==> config.mk <==
export PLATFORM = sky130hd
export DESIGN_NAME = linear_ctrl_flat
export DESIGN_NICKNAME = d
export VERILOG_FILES = /design/src/rtl/kws_linear_pkg.sv /design/src/rtl/linear_ctrl_if.sv /design/src/rtl/argmax_tracker.sv /design/src/rtl/linear_ctrl.sv /design/src/flat_wrapper.sv
export SDC_FILE = /design/constraint.sdc
export NUM_CORES = 1
export LEC_CHECK = 0
export BUFFER_PORTS_ARGS = -buffer_cell sky130_fd_sc_hd__clkbuf_2
export CORE_MARGIN = 5
export CORE_UTILIZATION = 26
export DETAILED_ROUTE_END_ITERATION = 16
export PLACE_DENSITY = 0.48
export REMOVE_ABC_BUFFERS = 1
export SYNTH_ARGS = -nofsm -noshare
export SYNTH_HDL_FRONTEND = slang
export SYNTH_SLANG_ARGS = --single-unit
==> constraint.sdc <==
create_clock -name clk -period 3.6 [get_ports clk]
set_input_delay 0.18 -clock clk [delete_from_list [all_inputs] [get_ports clk]]
set_output_delay 0.18 -clock clk [all_outputs]
set_load 0.02 [all_outputs]
==> src/rtl/kws_linear_pkg.sv <==
// Shared types and constants for the KWS linear-layer controller.
// Widths, Q8.24 format, FSM encoding, address helper.
package kws_linear_pkg;

  localparam int DATA_W      = 32;
  localparam int ADDR_W      = 10;
  localparam int IDX_W       = 4;
  localparam int FRAC_BITS   = 24;
  localparam int NUM_OUT_DEF = 12;
  localparam int IN_LEN_DEF  = 20;
  localparam int TIMEOUT_DEF = 63;

  typedef enum logic [1:0] {
    ST_IDLE,
    ST_ISSUE,
    ST_WAIT,
    ST_FINISH
  } state_e;

  // Weight-row base for neuron idx, wrapped to the bus width.
  function automatic logic [ADDR_W-1:0] base_addr(
    input logic [IDX_W-1:0] idx,
    input int               in_len
  );
    return ADDR_W'(32'(idx) * 32'(in_len));
  endfunction

endpackage

==> src/rtl/linear_ctrl_if.sv <==
// Request/response bus between the controller
// and the linear layer.
interface linear_ctrl_if;
  import kws_linear_pkg::*;

  logic              linear_en;
  logic [ADDR_W-1:0] lin_addr;
  logic              lin_valid;
  logic [DATA_W-1:0] lin_data;

  modport master (
    output linear_en,
    output lin_addr,
    input  lin_valid,
    input  lin_data
  );

  modport slave (
    input  linear_en,
    input  lin_addr,
    output lin_valid,
    output lin_data
  );

endinterface

==> src/rtl/argmax_tracker.sv <==
// Running argmax over the results of one inference.
// First load always wins; later ones need a strict signed gain.
module argmax_tracker
  import kws_linear_pkg::*;
(
  input  logic              clk,
  input  logic              rst,
  input  logic              clear_i,
  input  logic              load_i,
  input  logic              first_i,
  input  logic [IDX_W-1:0]  idx_i,
  input  logic [DATA_W-1:0] data_i,
  output logic [IDX_W-1:0]  best_class_o,
  output logic [DATA_W-1:0] best_score_o
);

  logic [IDX_W-1:0]  class_q;
  logic [DATA_W-1:0] score_q;
  logic              take;

  // Ties keep the earlier (lower) index.
  assign take = load_i &&
    (first_i || ($signed(data_i) > $signed(score_q)));

  // Hold best pair; cleared on reset and on each new inference.
  always_ff @(posedge clk) begin
    if (rst || clear_i) begin
      class_q <= '0;
      score_q <= '0;
    end else if (take) begin
      class_q <= idx_i;
      score_q <= data_i;
    end
  end

  assign best_class_o = class_q;
  assign best_score_o = score_q;

endmodule

==> src/rtl/linear_ctrl.sv <==
// Issues one linear-layer request per output neuron,
// collects results and reports the winning keyword class.
module linear_ctrl
  import kws_linear_pkg::*;
#(
  parameter int NUM_OUT = NUM_OUT_DEF,
  parameter int IN_LEN  = IN_LEN_DEF,
  parameter int TIMEOUT = TIMEOUT_DEF
) (
  input  logic                clk,
  input  logic                rst,
  input  logic                start,
  output logic                busy,
  output logic                done,
  output logic                timeout_err,
  linear_ctrl_if.master       lin,
  input  logic [IDX_W-1:0]    rd_addr,
  output logic [DATA_W-1:0]   rd_data,
  output logic [IDX_W-1:0]    best_class,
  output logic [DATA_W-1:0]   best_score
);

  localparam int WD_W = $clog2(TIMEOUT + 1);

  state_e            state_q;
  logic              busy_q;
  logic              done_q;
  logic              en_q;
  logic              err_q;
  logic [ADDR_W-1:0] addr_q;
  logic [IDX_W-1:0]  idx_q;
  logic [IDX_W-1:0]  idx_d;
  logic [WD_W-1:0]   wdog_q;
  logic [DATA_W-1:0] res_q [NUM_OUT];

  logic clear;
  logic accept;
  logic expire;
  logic last;

  assign clear  = (state_q == ST_IDLE) && start;
  assign accept = (state_q == ST_WAIT) && lin.lin_valid;
  // Fires on the final silent cycle; a valid there wins.
  assign expire = (state_q == ST_WAIT) && !lin.lin_valid &&
                  (wdog_q == WD_W'(TIMEOUT - 1));
  assign last   = (idx_q == IDX_W'(NUM_OUT - 1));
  assign idx_d  = idx_q + 1'b1;

  // Sequencer; outputs are registered so they line up with the state.
  always_ff @(posedge clk) begin
    if (rst) begin
      state_q <= ST_IDLE;
      busy_q  <= 1'b0;
      done_q  <= 1'b0;
      en_q    <= 1'b0;
      err_q   <= 1'b0;
      addr_q  <= '0;
      idx_q   <= '0;
      wdog_q  <= '0;
    end else begin
      en_q   <= 1'b0;
      done_q <= 1'b0;
      unique case (state_q)
        ST_IDLE: begin
          if (start) begin
            state_q <= ST_ISSUE;
            idx_q   <= '0;
            err_q   <= 1'b0;
            busy_q  <= 1'b1;
            en_q    <= 1'b1;
            addr_q  <= base_addr('0, IN_LEN);
          end
        end
        ST_ISSUE: begin
          wdog_q  <= '0;
          state_q <= ST_WAIT;
        end
        ST_WAIT: begin
          if (accept) begin
            if (last) begin
              state_q <= ST_FINISH;
              busy_q  <= 1'b0;
              done_q  <= 1'b1;
            end else begin
              idx_q   <= idx_d;
              addr_q  <= base_addr(idx_d, IN_LEN);
              en_q    <= 1'b1;
              state_q <= ST_ISSUE;
            end
          end else if (expire) begin
            err_q   <= 1'b1;
            state_q <= ST_FINISH;
            busy_q  <= 1'b0;
            done_q  <= 1'b1;
          end else begin
            wdog_q <= wdog_q + 1'b1;
          end
        end
        ST_FINISH: begin
          state_q <= ST_IDLE;
        end
        default: begin
          state_q <= ST_IDLE;
        end
      endcase
    end
  end

  // Result file; only written by an accepted response.
  always_ff @(posedge clk) begin
    if (rst) begin
      for (int i = 0; i < NUM_OUT; i++) begin
        res_q[i] <= '0;
      end
    end else if (accept) begin
      res_q[idx_q] <= lin.lin_data;
    end
  end

  // Out-of-range reads return zero.
  always_comb begin
    rd_data = '0;
    if (rd_addr < IDX_W'(NUM_OUT)) begin
      rd_data = res_q[rd_addr];
    end
  end

  argmax_tracker u_argmax (
    .clk          (clk),
    .rst          (rst),
    .clear_i      (clear),
    .load_i       (accept),
    .first_i      (idx_q == '0),
    .idx_i        (idx_q),
    .data_i       (lin.lin_data),
    .best_class_o (best_class),
    .best_score_o (best_score)
  );

  assign busy          = busy_q;
  assign done          = done_q;
  assign timeout_err   = err_q;
  assign lin.linear_en = en_q;
  assign lin.lin_addr  = addr_q;

endmodule
==> src/flat_wrapper.sv <==
// flat-port wrapper written by rule: the top's interface ports become plain ports
module linear_ctrl_flat import kws_linear_pkg::*;
#(
  parameter int NUM_OUT = NUM_OUT_DEF,
  parameter int IN_LEN  = IN_LEN_DEF,
  parameter int TIMEOUT = TIMEOUT_DEF
)
  (clk, rst, start, busy, done, timeout_err, rd_addr, rd_data, best_class, best_score, lin_linear_en, lin_lin_addr, lin_lin_valid, lin_lin_data);
  linear_ctrl_if lin_i ();
  input  logic clk;
  input  logic rst;
  input  logic start;
  output logic busy;
  output logic done;
  output logic timeout_err;
  input  logic [IDX_W-1:0] rd_addr;
  output logic [DATA_W-1:0] rd_data;
  output logic [IDX_W-1:0] best_class;
  output logic [DATA_W-1:0] best_score;
  output wire logic [$bits(lin_i.linear_en)-1:0] lin_linear_en;
  output wire logic [$bits(lin_i.lin_addr)-1:0] lin_lin_addr;
  input wire logic [$bits(lin_i.lin_valid)-1:0] lin_lin_valid;
  input wire logic [$bits(lin_i.lin_data)-1:0] lin_lin_data;
  assign lin_linear_en = lin_i.linear_en;
  assign lin_lin_addr = lin_i.lin_addr;
  assign lin_i.lin_valid = lin_lin_valid;
  assign lin_i.lin_data = lin_lin_data;
  linear_ctrl #(.NUM_OUT(NUM_OUT), .IN_LEN(IN_LEN), .TIMEOUT(TIMEOUT)) u_core (.clk(clk), .rst(rst), .start(start), .busy(busy), .done(done), .timeout_err(timeout_err), .lin(lin_i), .rd_addr(rd_addr), .rd_data(rd_data), .best_class(best_class), .best_score(best_score));
endmodule
==> summary.md <==
| Metric | Value |
|---|---|
| H-tree depth | `2` |
| Max Slew Vio Count | `0` |
| Power, Total | `0.0121 W` |
| CTS max path bufs | `3` |
| Vias in the first global route | `13,700` |
| Reg-to-Reg Start | `u_core.u_argmax.best_score_o[9]$_SDFFE_PP0P_` |
| TritonCTS Buffers | `50` |
| Final Hold Viols | `0` |
| Post-synthesis mux area share | `around an eighth` |
| Post-synthesis simple-gate area fraction | `14.9%` |
| Largest net degree at the start of global routing | `38` |
| I/O pins | `around 120` |
| Initial core utilization | `about a quarter` |
| Setup violators final | `0` |
| Post-DP HPWL | `between 40 and 50 mm` |
| Via count | `approximately 13,000` |
| Initial DRC Count | `approximately 1,200` |
| Worst slew pin tran | `1.38 ns` |
| Minimum clock period after layout | `between 3 and 4 ns` |
| Post-CTS setup buffers | `0` |
| Clock Skew | `0.0264 ns` |
| R2r endpoint | `u_core.u_argmax.best_class_o[1]$_SDFFE_PP0P_` |
| CTS tree | `done` |
| Commonest non-fill, non-tap cell in the layout | `edfxtp_1` |
| Core area | `approximately 80,000 sq um` |
| # clock sinks | `approximately 440` |
| Synthesized cell area | `roughly 21,000 sq um` |
| Routed vias/inst | `approximately 4.7` |
| Crit-path max cell delay | `1.13 ns` |
| CTS root buf | `clkbuf_16` |
| Routability Congestion | `just under 0.8` |
| Async set-reset flop share out of synthesis | `0%` |
| Worst EP required | `just over 4 ns` |
| Leakage power | `9.34 nW` |
| Worst Setup End Kind | `flip-flop` |
| Die Ht | `295 um` |
| Peak VDD IR | `roughly 420 uV` |
| Adder-cell area share of the yosys netlist | `under 10%` |
| First-pass GRT wire length | `around 96 mm` |
| WL per Instance | `23.9 um` |
| Flops & latches, synth | `around 440` |
| RSZ-0062 raised after global routing | `no` |
| Die width | `slightly below 300 um` |
| Cell Int Power | `a little over 0.009 W` |
| Clock latency on the worst-skew pair | `roughly 0.61 ns` |
| Placement Rows | `between 100 and 150` |
| DRC Markers | `0` |
| Avg Cell Area, Syn | `13.8 sq um` |
| Synth-to-layout area growth | `17.9%` |
| Synth warn | `0` |
| Crit-path slowest cell | `o31ai_2` |
| EDFF count, synth | `around 380` |
| GRT overflow | `0` |
| Switching Share | `between 20% and 30%` |
| Hold Crit Class | `in -> reg` |
| Xor and xnor area share after synthesis | `0.368%` |
| Worst Setup SP | `u_core.u_argmax.best_score_o[9]$_SDFFE_PP0P_` |
| Post-DRT Antenna Nets | `0` |
| Total routed wirelength | `between 60 and 70 mm` |
| Port Buf Inserts | `approximately 120` |
| Main flop type after synthesis | `edfxtp_1` |
| Hold path start | `lin_lin_data[11]` |
| CP startpoint kind | `flip-flop` |
| Initial antenna violation count | `6` |
| Crit-path max FO | `10` |
| Outcome | `finished clean` |
| Total Routing Usage GR | `roughly 15%` |
| P_sw | `approximately 0.0030 W` |
| Nets | `around 1,700` |
| First-pass DRT Iterations | `5` |
| Share of cells above drive strength 1 | `between 20% and 30%` |
| Pwr dens | `between 400 and 500 nW/um^2` |
| Worst-path cell chain | `inv_1 -> ha_1 -> nand4_1 -> nor3_1 -> o21ai_0 -> a21oi_1 -> nor2_1 -> o31ai_2 -> o211ai_1 -> nand2_1` |
| Period Utilization, post-route | `between 90% and 100%` |
| Share of power burned in the clock network | `about 42%` |
| Comb power frac | `under 10%` |
| Seq/Total Area, Yosys | `approximately 60%` |
| Sequential Power Share | `47.9%` |
| Rel. slew slack | `7.47%` |
| CP Capture Point | `u_core.u_argmax.best_class_o[1]$_SDFFE_PP0P_` |
| Worst-path clk slew | `0.06 ns` |
| Reg2reg path depth | `10` |
| TNS Setup | `0 ns` |
| Reg2Reg Setup Slack | `0.18 ns` |
| Compound-gate portion of the synthesized area | `between 5 and 6%` |
| Post-synthesis cell count | `approximately 1,500` |
| Most frequent cells in the layout | `384 x edfxtp_1, 372 x and2_1, 116 x clkbuf_2, 96 x mux4_2, 71 x inv_1` |
| # Max-Cap Violations | `0` |
| Combinational family with the most area after synthesis | `simple AND/OR/NAND/NOR gates` |
| Crit path DAT | `3.96 ns` |
| Die area | `86,900 sq um` |
| FILL cells | `7,968` |
| CP Class | `reg -> reg` |
| Synth unique cells | `56` |
| FMAX | `just under 300 MHz` |
flip-flops by register name, summed over array words and instances, names as in the netlist, 2 cells and up:
signal                        count
u_core.res_q                    384
u_core.u_argmax.best_score_o     32
u_core.wdog_q                     6
u_core.lin.lin_addr               5
u_core.idx_q                      4
u_core.u_argmax.best_class_o      4
u_core.state_q                    2
through the flow:
step | hold WS, ns | area (sq um) | utilization (%) | setup slack, ns | cells
finish | 0.0389 | 24900 | 30.9 | 0.182 | 2759
global route | 0.0386 | 24900 | 30.9 | 0.0339 | 2755
CTS | 0.0120 | 24800 | 30.8 | 0.174 | 2753
detailed placement | 0.460 | 23000 | 28.6 | 0.166 | 2644
global placement | 0.440 | 23000 | 28.6 | 0.299 | 2644
floorplan | 0.249 | 20400 | - | 0.437 | 1388
critical path, delay by kind of cell, from the launching register on:
| family | cells | cell delay, ns |
|---|---|---|
| buffers and inverters | 1 | 0.08 |
| DFF | 1 | 0.51 |
| AOI/OAI and AO/OA | 4 | 1.77 |
| adders and majority gates | 1 | 0.32 |
| and+or+nand+nor | 4 | 0.67 |
cell usage after synthesis, types with 21 or more instances:
| master | instances | area [sq um] |
|---|---|---|
| a21oi_1 | 26 | 130 |
| o211ai_1 | 37 | 278 |
| dfxtp_1 | 57 | 1140 |
| nor3_1 | 21 | 105 |
| o2111ai_1 | 36 | 315 |
| inv_1 | 71 | 267 |
| mux4_2 | 96 | 2160 |
| nand2_1 | 56 | 210 |
| edfxtp_1 | 384 | 11500 |
| clkbuf_1 | 96 | 360 |
| nor2_1 | 32 | 120 |
| and2_1 | 372 | 2330 |
| mux2i_1 | 32 | 320 |
| o22ai_1 | 32 | 200 |
| ha_1 | 44 | 551 |
repair_timing:
| item | CTS | global route |
|---|---|---|
| setup endpoints to repair | 0 | 16 |
| hold buffers | 15 | 0 |
| resized for setup | 0 | 1 |
| endpoints found under the hold margin | 17 | 0 |
final cells by class:
cell class | count | area [sq um] | share of cell area [%]
tap | 1060 | 1330 | 5.33
clock inverter | 26 | 267 | 1.07
timing repair buffer | 211 | 1450 | 5.82
inverter | 71 | 267 | 1.07
antenna | 5 | 12.5 | 0.0503
multi-input combinational | 877 | 7500 | 30.2
sequential | 441 | 12700 | 51.0
clock buffer | 68 | 1370 | 5.51
worst min path at each step:
stage | cells past startpoint | to
floorplan | 1 | u_core.busy$_SDFFE_PP0P_
global placement | 3 | u_core.u_argmax.best_score_o[0]$_SDFFE_PP0P_
detailed placement | 3 | u_core.u_argmax.best_score_o[0]$_SDFFE_PP0P_
CTS | 3 | u_core.u_argmax.best_score_o[21]$_SDFFE_PP0P_
global route | 3 | u_core.u_argmax.best_score_o[11]$_SDFFE_PP0P_
finish | 3 | u_core.u_argmax.best_score_o[11]$_SDFFE_PP0P_
kinds of logic after synthesis:
group,Yosys count
AO/OA/AOI/OAI,157
flip-flops,441
adder cells (fa/ha/maj),45
multiplexers,128
other,1
buffers and inverters,211
AND/OR/NAND/NOR,535
XOR/XNOR,8
routing by layer:
layer	vias up	track usage [%]	share of wire, %
met5	-	0	0.017
met4	2	3.28	1.9
met3	80	4.59	8.8
met2	432	23.1	45
met1	6657	21.0	44
li1	5870	-	-
power groups by stage:
stage | Combinational (W) | Sequential, W | Clock (W)
floorplan | 0.000575 | 0.00589 | 0
global placement | 0.00116 | 0.00588 | 0
detailed placement | 0.00118 | 0.00589 | 0
CTS | 0.00119 | 0.00578 | 0.00525
global route | 0.00127 | 0.00580 | 0.00547
finish | 0.00117 | 0.00578 | 0.00512
No activity file was read; power rests on OpenSTA's default activity.
